[src/rtl/intersection_pkg.sv]
// Shared phase indices, interval state encoding, default timing and next-phase helper
// for the intersection phase scheduler.
package intersection_pkg;

  localparam logic [1:0] PhStraight     = 2'd0;
  localparam logic [1:0] PhStraightTurn = 2'd1;
  localparam logic [1:0] PhCross        = 2'd2;
  localparam logic [1:0] PhCrossTurn    = 2'd3;

  typedef enum logic [1:0] {
    StGreen  = 2'd0,
    StYellow = 2'd1,
    StAllRed = 2'd2
  } state_e;

  localparam int unsigned DefClkPerSec     = 1000;
  localparam int unsigned DefStraightGreenS = 120;
  localparam int unsigned DefTurnGreenS    = 60;
  localparam int unsigned DefShortenS      = 30;
  localparam int unsigned DefYellowS       = 4;
  localparam int unsigned DefAllRedS       = 2;

  // First phase after p (cyclically) with a pending request, else p+1.
  function automatic logic [1:0] next_phase_skip(input logic [1:0] p, input logic [3:0] dem);
    logic [1:0] q;
    next_phase_skip = p + 2'd1;
    for (int k = 3; k >= 1; k--) begin
      q = p + 2'(k);
      if (dem[q]) next_phase_skip = q;
    end
  endfunction

endpackage

[src/rtl/second_prescaler.sv]
// Divides clk down to a one-cycle tick every CLK_PER_SEC cycles; tick is masked during reset.
module second_prescaler #(
  parameter int unsigned CLK_PER_SEC = 1000
) (
  input  logic clk,
  input  logic reset,
  output logic tick
);

  localparam int unsigned CntW = (CLK_PER_SEC > 1) ? $clog2(CLK_PER_SEC) : 1;
  localparam logic [CntW-1:0] CntMax = CntW'(CLK_PER_SEC - 1);

  logic [CntW-1:0] cnt_q;

  always_ff @(posedge clk) begin
    if (reset) begin
      cnt_q <= '0;
    end else if (cnt_q == CntMax) begin
      cnt_q <= '0;
    end else begin
      cnt_q <= cnt_q + CntW'(1);
    end
  end

  assign tick = (cnt_q == CntMax) && !reset;

endmodule

[src/rtl/phase_scheduler.sv]
// Four-phase intersection scheduler: GREEN -> YELLOW -> ALL_RED per phase with demand latching
// and green shortening. Define PHASE_SCHEDULER_SKIP_EN to skip phases without pending demand.
module phase_scheduler
  import intersection_pkg::*;
#(
  parameter int unsigned CLK_PER_SEC      = DefClkPerSec,
  parameter int unsigned STRAIGHT_GREEN_S = DefStraightGreenS,
  parameter int unsigned TURN_GREEN_S     = DefTurnGreenS,
  parameter int unsigned SHORTEN_S        = DefShortenS,
  parameter int unsigned YELLOW_S         = DefYellowS,
  parameter int unsigned ALL_RED_S        = DefAllRedS
) (
  input  logic       clk,
  input  logic       reset,
  input  logic [3:0] car_sensor,
  input  logic [1:0] ped_button,
  output logic [1:0] phase,
  output logic [3:0] lane_green,
  output logic [3:0] lane_yellow,
  output logic [1:0] ped_walk,
  output logic [6:0] seconds_left,
  output logic [3:0] demand,
  output logic       sec_tick
);

  localparam logic [6:0] StraightGreen = 7'(STRAIGHT_GREEN_S);
  localparam logic [6:0] TurnGreen     = 7'(TURN_GREEN_S);
  localparam logic [6:0] ShortenSecs   = 7'(SHORTEN_S);
  localparam logic [6:0] YellowSecs    = 7'(YELLOW_S);
  localparam logic [6:0] AllRedSecs    = 7'(ALL_RED_S);

  state_e     state_q, state_d;
  logic [1:0] phase_q, phase_d, nxt_phase;
  logic [6:0] secs_q, secs_d;
  logic [3:0] dem_q, dem_d, dem_set, req, green_mask;
  logic [3:0] lane_green_q, lane_green_d, lane_yellow_q, lane_yellow_d;
  logic [1:0] ped_walk_q, ped_walk_d;

  second_prescaler #(
    .CLK_PER_SEC(CLK_PER_SEC)
  ) u_prescaler (
    .clk  (clk),
    .reset(reset),
    .tick (sec_tick)
  );

`ifdef PHASE_SCHEDULER_SKIP_EN
  assign nxt_phase = next_phase_skip(phase_q, dem_q);
`else
  assign nxt_phase = phase_q + 2'd1;
`endif

  always_comb begin
    state_d    = state_q;
    phase_d    = phase_q;
    secs_d     = secs_q;
    req        = car_sensor | {1'b0, ped_button[1], 1'b0, ped_button[0]};
    // Requests for the phase currently showing green are dropped.
    green_mask = (state_q == StGreen) ? (4'(1) << phase_q) : 4'b0000;
    dem_set    = (dem_q | req) & ~green_mask;
    dem_d      = dem_set;

    if (sec_tick && (secs_q == 7'd0)) begin
      unique case (state_q)
        StGreen: begin
          state_d = StYellow;
          secs_d  = YellowSecs;
        end
        StYellow: begin
          state_d = StAllRed;
          secs_d  = AllRedSecs;
        end
        StAllRed: begin
          state_d = StGreen;
          phase_d = nxt_phase;
          secs_d  = nxt_phase[0] ? TurnGreen : StraightGreen;
          dem_d   = dem_set & ~(4'(1) << nxt_phase);
        end
        default: begin
          state_d = StGreen;
          phase_d = PhStraight;
          secs_d  = StraightGreen;
        end
      endcase
    end else if ((state_q == StGreen) && (secs_q > ShortenSecs) && (|dem_set)) begin
      secs_d = ShortenSecs;
    end else if (sec_tick) begin
      secs_d = secs_q - 7'd1;
    end

    lane_green_d  = (state_d == StGreen)  ? (4'(1) << phase_d) : 4'b0000;
    lane_yellow_d = (state_d == StYellow) ? (4'(1) << phase_d) : 4'b0000;
    ped_walk_d    = {(state_d == StGreen) && (phase_d == PhCross),
                     (state_d == StGreen) && (phase_d == PhStraight)};
  end

  always_ff @(posedge clk) begin
    if (reset) begin
      state_q       <= StGreen;
      phase_q       <= PhStraight;
      secs_q        <= StraightGreen;
      dem_q         <= 4'b0000;
      lane_green_q  <= 4'b0001;
      lane_yellow_q <= 4'b0000;
      ped_walk_q    <= 2'b01;
    end else begin
      state_q       <= state_d;
      phase_q       <= phase_d;
      secs_q        <= secs_d;
      dem_q         <= dem_d;
      lane_green_q  <= lane_green_d;
      lane_yellow_q <= lane_yellow_d;
      ped_walk_q    <= ped_walk_d;
    end
  end

  assign phase        = phase_q;
  assign seconds_left = secs_q;
  assign demand       = dem_q;
  assign lane_green   = lane_green_q;
  assign lane_yellow  = lane_yellow_q;
  assign ped_walk     = ped_walk_q;

endmodule

[config.mk]
export PLATFORM = sky130hd
export DESIGN_NAME = phase_scheduler
export DESIGN_NICKNAME = d
export VERILOG_FILES = /design/src/rtl/intersection_pkg.sv /design/src/rtl/second_prescaler.sv /design/src/rtl/phase_scheduler.sv
export SDC_FILE = /design/constraint.sdc
export NUM_CORES = 1
export LEC_CHECK = 0
export CORE_ASPECT_RATIO = 1.2
export CORE_MARGIN = 2
export CORE_UTILIZATION = 51
export CTS_CLUSTER_SIZE = 28
export DETAILED_ROUTE_END_ITERATION = 10
export PLACE_DENSITY = 0.75
export SLEW_MARGIN = 20
export SYNTH_ARGS = -nofsm -noshare
export SYNTH_HDL_FRONTEND = slang
export SYNTH_SLANG_ARGS = --single-unit
[constraint.sdc]
create_clock -name clk -period 2.8 [get_ports clk]
set_input_delay 0.56 -clock clk [delete_from_list [all_inputs] [get_ports clk]]
set_output_delay 0.56 -clock clk [all_outputs]
set_load 0.02 [all_outputs]
==> results.py <==
metrics = {
    "finish": {
        "post-route-util_pct": 67.4,
        "regArea_um2": 681,
        "drive_gt1_share_pct": 9.61,
        "multi_input_area_um2": 955,
        "fin_nets": 247,
        "final_cell_mix": "dfxtp_1 (34), clkdlybuf4s50_1 (31), nor2_1 (30), a21oi_1 (16), nand2_1 (13)",
        "layout-area-overhead-vs-synth_pct": 23.3,
        "final_common_cell": "dfxtp_1",
        "num-fill-cells": 282,
        "antenna_cells": 0,
    },
    "logic_synthesis": {
        "ys_ff_latch": 34,
        "async_flop_share_pct": 0,
        "ys.flop_type": "dfxtp_1",
        "synth-edff-count": 0,
        "seq_area_frac_synth_pct": 40.1,
        "syn_nets": 214,
        "yosysWarningCount": 0,
        "syn_area_per_cell_um2": 8.71,
        "synth.distinct_cells": 45,
        "synth_cells": 195,
        "netlist_area_um2": 1700,
    },
    "timing": {
        "fin_setup_tns_ns": 0,
        "rsz0062_at_grt": "false",
        "worstMarginPinSlew_ns": 0.522,
        "finalHoldViolCount": 0,
        "maxSlewHeadroom_pct": 64.9,
        "setup_viol_count_final": 0,
        "clock.fmax_ghz": 0.382,
        "clock-skew-final_ns": 0.0131,
        "maxSlewViolCount": 0,
        "min_period_ns": 2.62,
        "period_share_pct": 93.4,
    },
    "cts": {
        "cts.sinks": 34,
        "postCtsHoldBufs": 0,
        "clock_path_buffers": 2,
        "clkTransAtPathRegs_ns": 0.09,
        "h-tree-depth": 2,
        "cts_resized": 0,
        "cts_tree": "yes",
        "cts_setup_buffers": 0,
        "cts_made_buffers": 5,
        "cts-root-buf": "clkbuf_4",
        "clock_latency_ns": 0.34,
    },
    "floorplanning": {
        "ios": 32,
        "die_y_um": 67.2,
        "die_area_um2": 3810,
        "start_util_pct": 54.6,
        "fp.coreArea_um2": 3110,
        "die_w_um": 56.7,
        "rows": 22,
    },
    "place": {
        "place_congestion": 0.830,
        "post-dp-hpwl_mm": 2.78,
        "numPortBuffers": 31,
    },
    "global_routing": {
        "antenna_found_initial": 0,
        "first_global_vias": 1509,
        "grt_first_pass_wirelength_mm": 6.42,
        "gr-usage-all-layers_pct": 21.8,
        "grt_max_degree": 25,
        "grt_overflow": 0,
    },
    "power_and_ir_drop": {
        "p_switching_mw": 0.214,
        "p_sw_share_pct": 24.6,
        "max-vdd-ir-drop_mv": 0.318,
        "seqPwrFrac_pct": 58.1,
        "power_frac_comb_pct": 9.2,
        "clkPwrFrac_pct": 32.7,
        "intPower_mw": 0.657,
        "leakage_nw": 0.777,
        "p_per_area_nw_per_um2": 416,
    },
    "worst_setup_path": {
        "criticalPathCategory": "register to primary output",
        "required_ns": 2.24,
        "cp-end-kind": "primary output",
        "critPathArrivalTime_ns": 2.06,
        "critPathLaunchType": "register",
        "max_stage_delay_ns": 0.66,
        "worstPathMaxFanout": 5,
        "path_cells": "or3b_4, nor4_1, clkdlybuf4s50_1",
        "slowest_stage": "clkdlybuf4s50_1",
    },
    "routing": {
        "drt-initial-drc-count": 67,
        "wl_mm": 3.73,
        "firstDrtPassIters": 4,
        "drcViolationCount": 0,
        "vias_per_cell": 5.68,
        "drtAntennaViolNets": 0,
        "routedWlPerCell_um": 14.1,
        "num_vias": 1504,
    },
    "worst_hold_path": {
        "min_path_type": "register to register",
    },
    "status": {
        "status": "completed",
    },
    "flow_run": {
        "maxCapViolCount": 0,
    },
}
-- worst max-delay path: cells and delay by family, from the launching register on --
| kind | cells | cell delay, ns |
|---|---|---|
| buf+inv | 1 | 0.66 |
| flops | 1 | 0.36 |
| simple gates | 2 | 0.71 |
-- per-layer routing --
| metal | wire, um | part of all wire [%] | global-route usage (%) | vias up |
|---|---|---|---|---|
| li1 | - | - | - | 746 |
| met1 | 1500 | 40 | 23.3 | 715 |
| met2 | 1980 | 53 | 39.2 | 34 |
| met3 | 171 | 4.6 | 6.32 | 9 |
| met4 | 78 | 2.1 | 11.3 | 0 |
| met5 | 0 | 0 | 0 | - |
-- path summary, 6_finish.rpt --
path	startpoint	end	slack (ns)	depth (start not counted)
worst max-delay path	u_prescaler.cnt_q[3]	sec_tick	0.18	3
worst min-delay path	u_prescaler.cnt_q[0]	u_prescaler.cnt_q[0]	0.45	1
worst max register to register	phase[1]	seconds_left[4]	0.44	8
worst min register to register	u_prescaler.cnt_q[0]	u_prescaler.cnt_q[0]	0.45	1
-- synth_stat cells, types with 2 or more instances --
cell,number,area share (%)
a31oi_1,2,0.74
mux2i_1,4,2.4
xnor2_1,5,2.6
nand4_1,4,1.5
and2_1,2,0.74
nor2_1,30,6.6
nand2b_1,2,0.74
nor2_2,2,0.74
a21oi_1,16,4.7
nor3b_1,4,1.8
o311ai_0,3,1.5
nand3_1,5,1.5
dfxtp_1,34,40
or2_2,2,0.74
nor4_1,3,1.1
or3_1,5,1.8
xor2_1,4,2.1
ha_1,11,8.1
clkbuf_1,5,1.1
nor3_1,5,1.5
o21ai_0,5,1.5
inv_1,5,1.1
nand2_1,13,2.9
nor2b_1,2,0.74
and3_1,2,0.74
-- cell type report --
cell class                 instances  share of cell area [%]
multi-input combinational        147                    45.6
clock inverter                     1                   0.239
tap                               36                    2.15
sequential                        34                    32.5
clock buffer                       7                    2.63
inverter                           6                    1.07
timing repair buffer              34                    15.9
-- kinds of logic (layout without fill, tap and decap cells) --
kind of cell               after synthesis  count (layout)  synth area share, %
DFF                                     34              34                 40.1
xor gates and xnor gates                 9               9                 4.64
adders and majority gates               11              11                 8.10
AOI/OAI and AO/OA                       32              32                 11.3
and+or+nand+nor                         89              89                 28.3
buffers and inverters                   14              48                 3.76
muxes                                    6               6                 3.90
-- power by group through the flow --
stage | Sequential [mW] | Clock [mW] | Combinational, mW
finish | 0.506 | 0.285 | 0.0800
global route | 0.508 | 0.314 | 0.0879
CTS | 0.506 | 0.297 | 0.0806
detailed placement | 0.517 | 0 | 0.0801
global placement | 0.517 | 0 | 0.0776
floorplan | 0.525 | 0 | 0.0343
-- per-stage QoR --
| stage | power, mW | instances | setup slack [ns] | hold slack (ns) | area (um2) |
|---|---|---|---|---|---|
| after floorplan | 0.560 | 195 | 0.568 | 0.413 | 1700 |
| after global placement | 0.595 | 257 | 0.256 | 0.425 | 2040 |
| after detailed placement | 0.597 | 257 | 0.215 | 0.445 | 2040 |
| after CTS | 0.884 | 265 | 0.177 | 0.456 | 2100 |
| after global routing | 0.909 | 265 | 0.146 | 0.466 | 2100 |
| final | 0.871 | 265 | 0.185 | 0.447 | 2100 |
-- state kept, by name (all words and copies together) (netlist names) --
name	cells
u_prescaler.cnt_q	10
state_q	2
seconds_left	7
phase	2
lane_green	4
ped_walk	1
lane_yellow	4
demand	4
(Power assumes the default switching activity.)
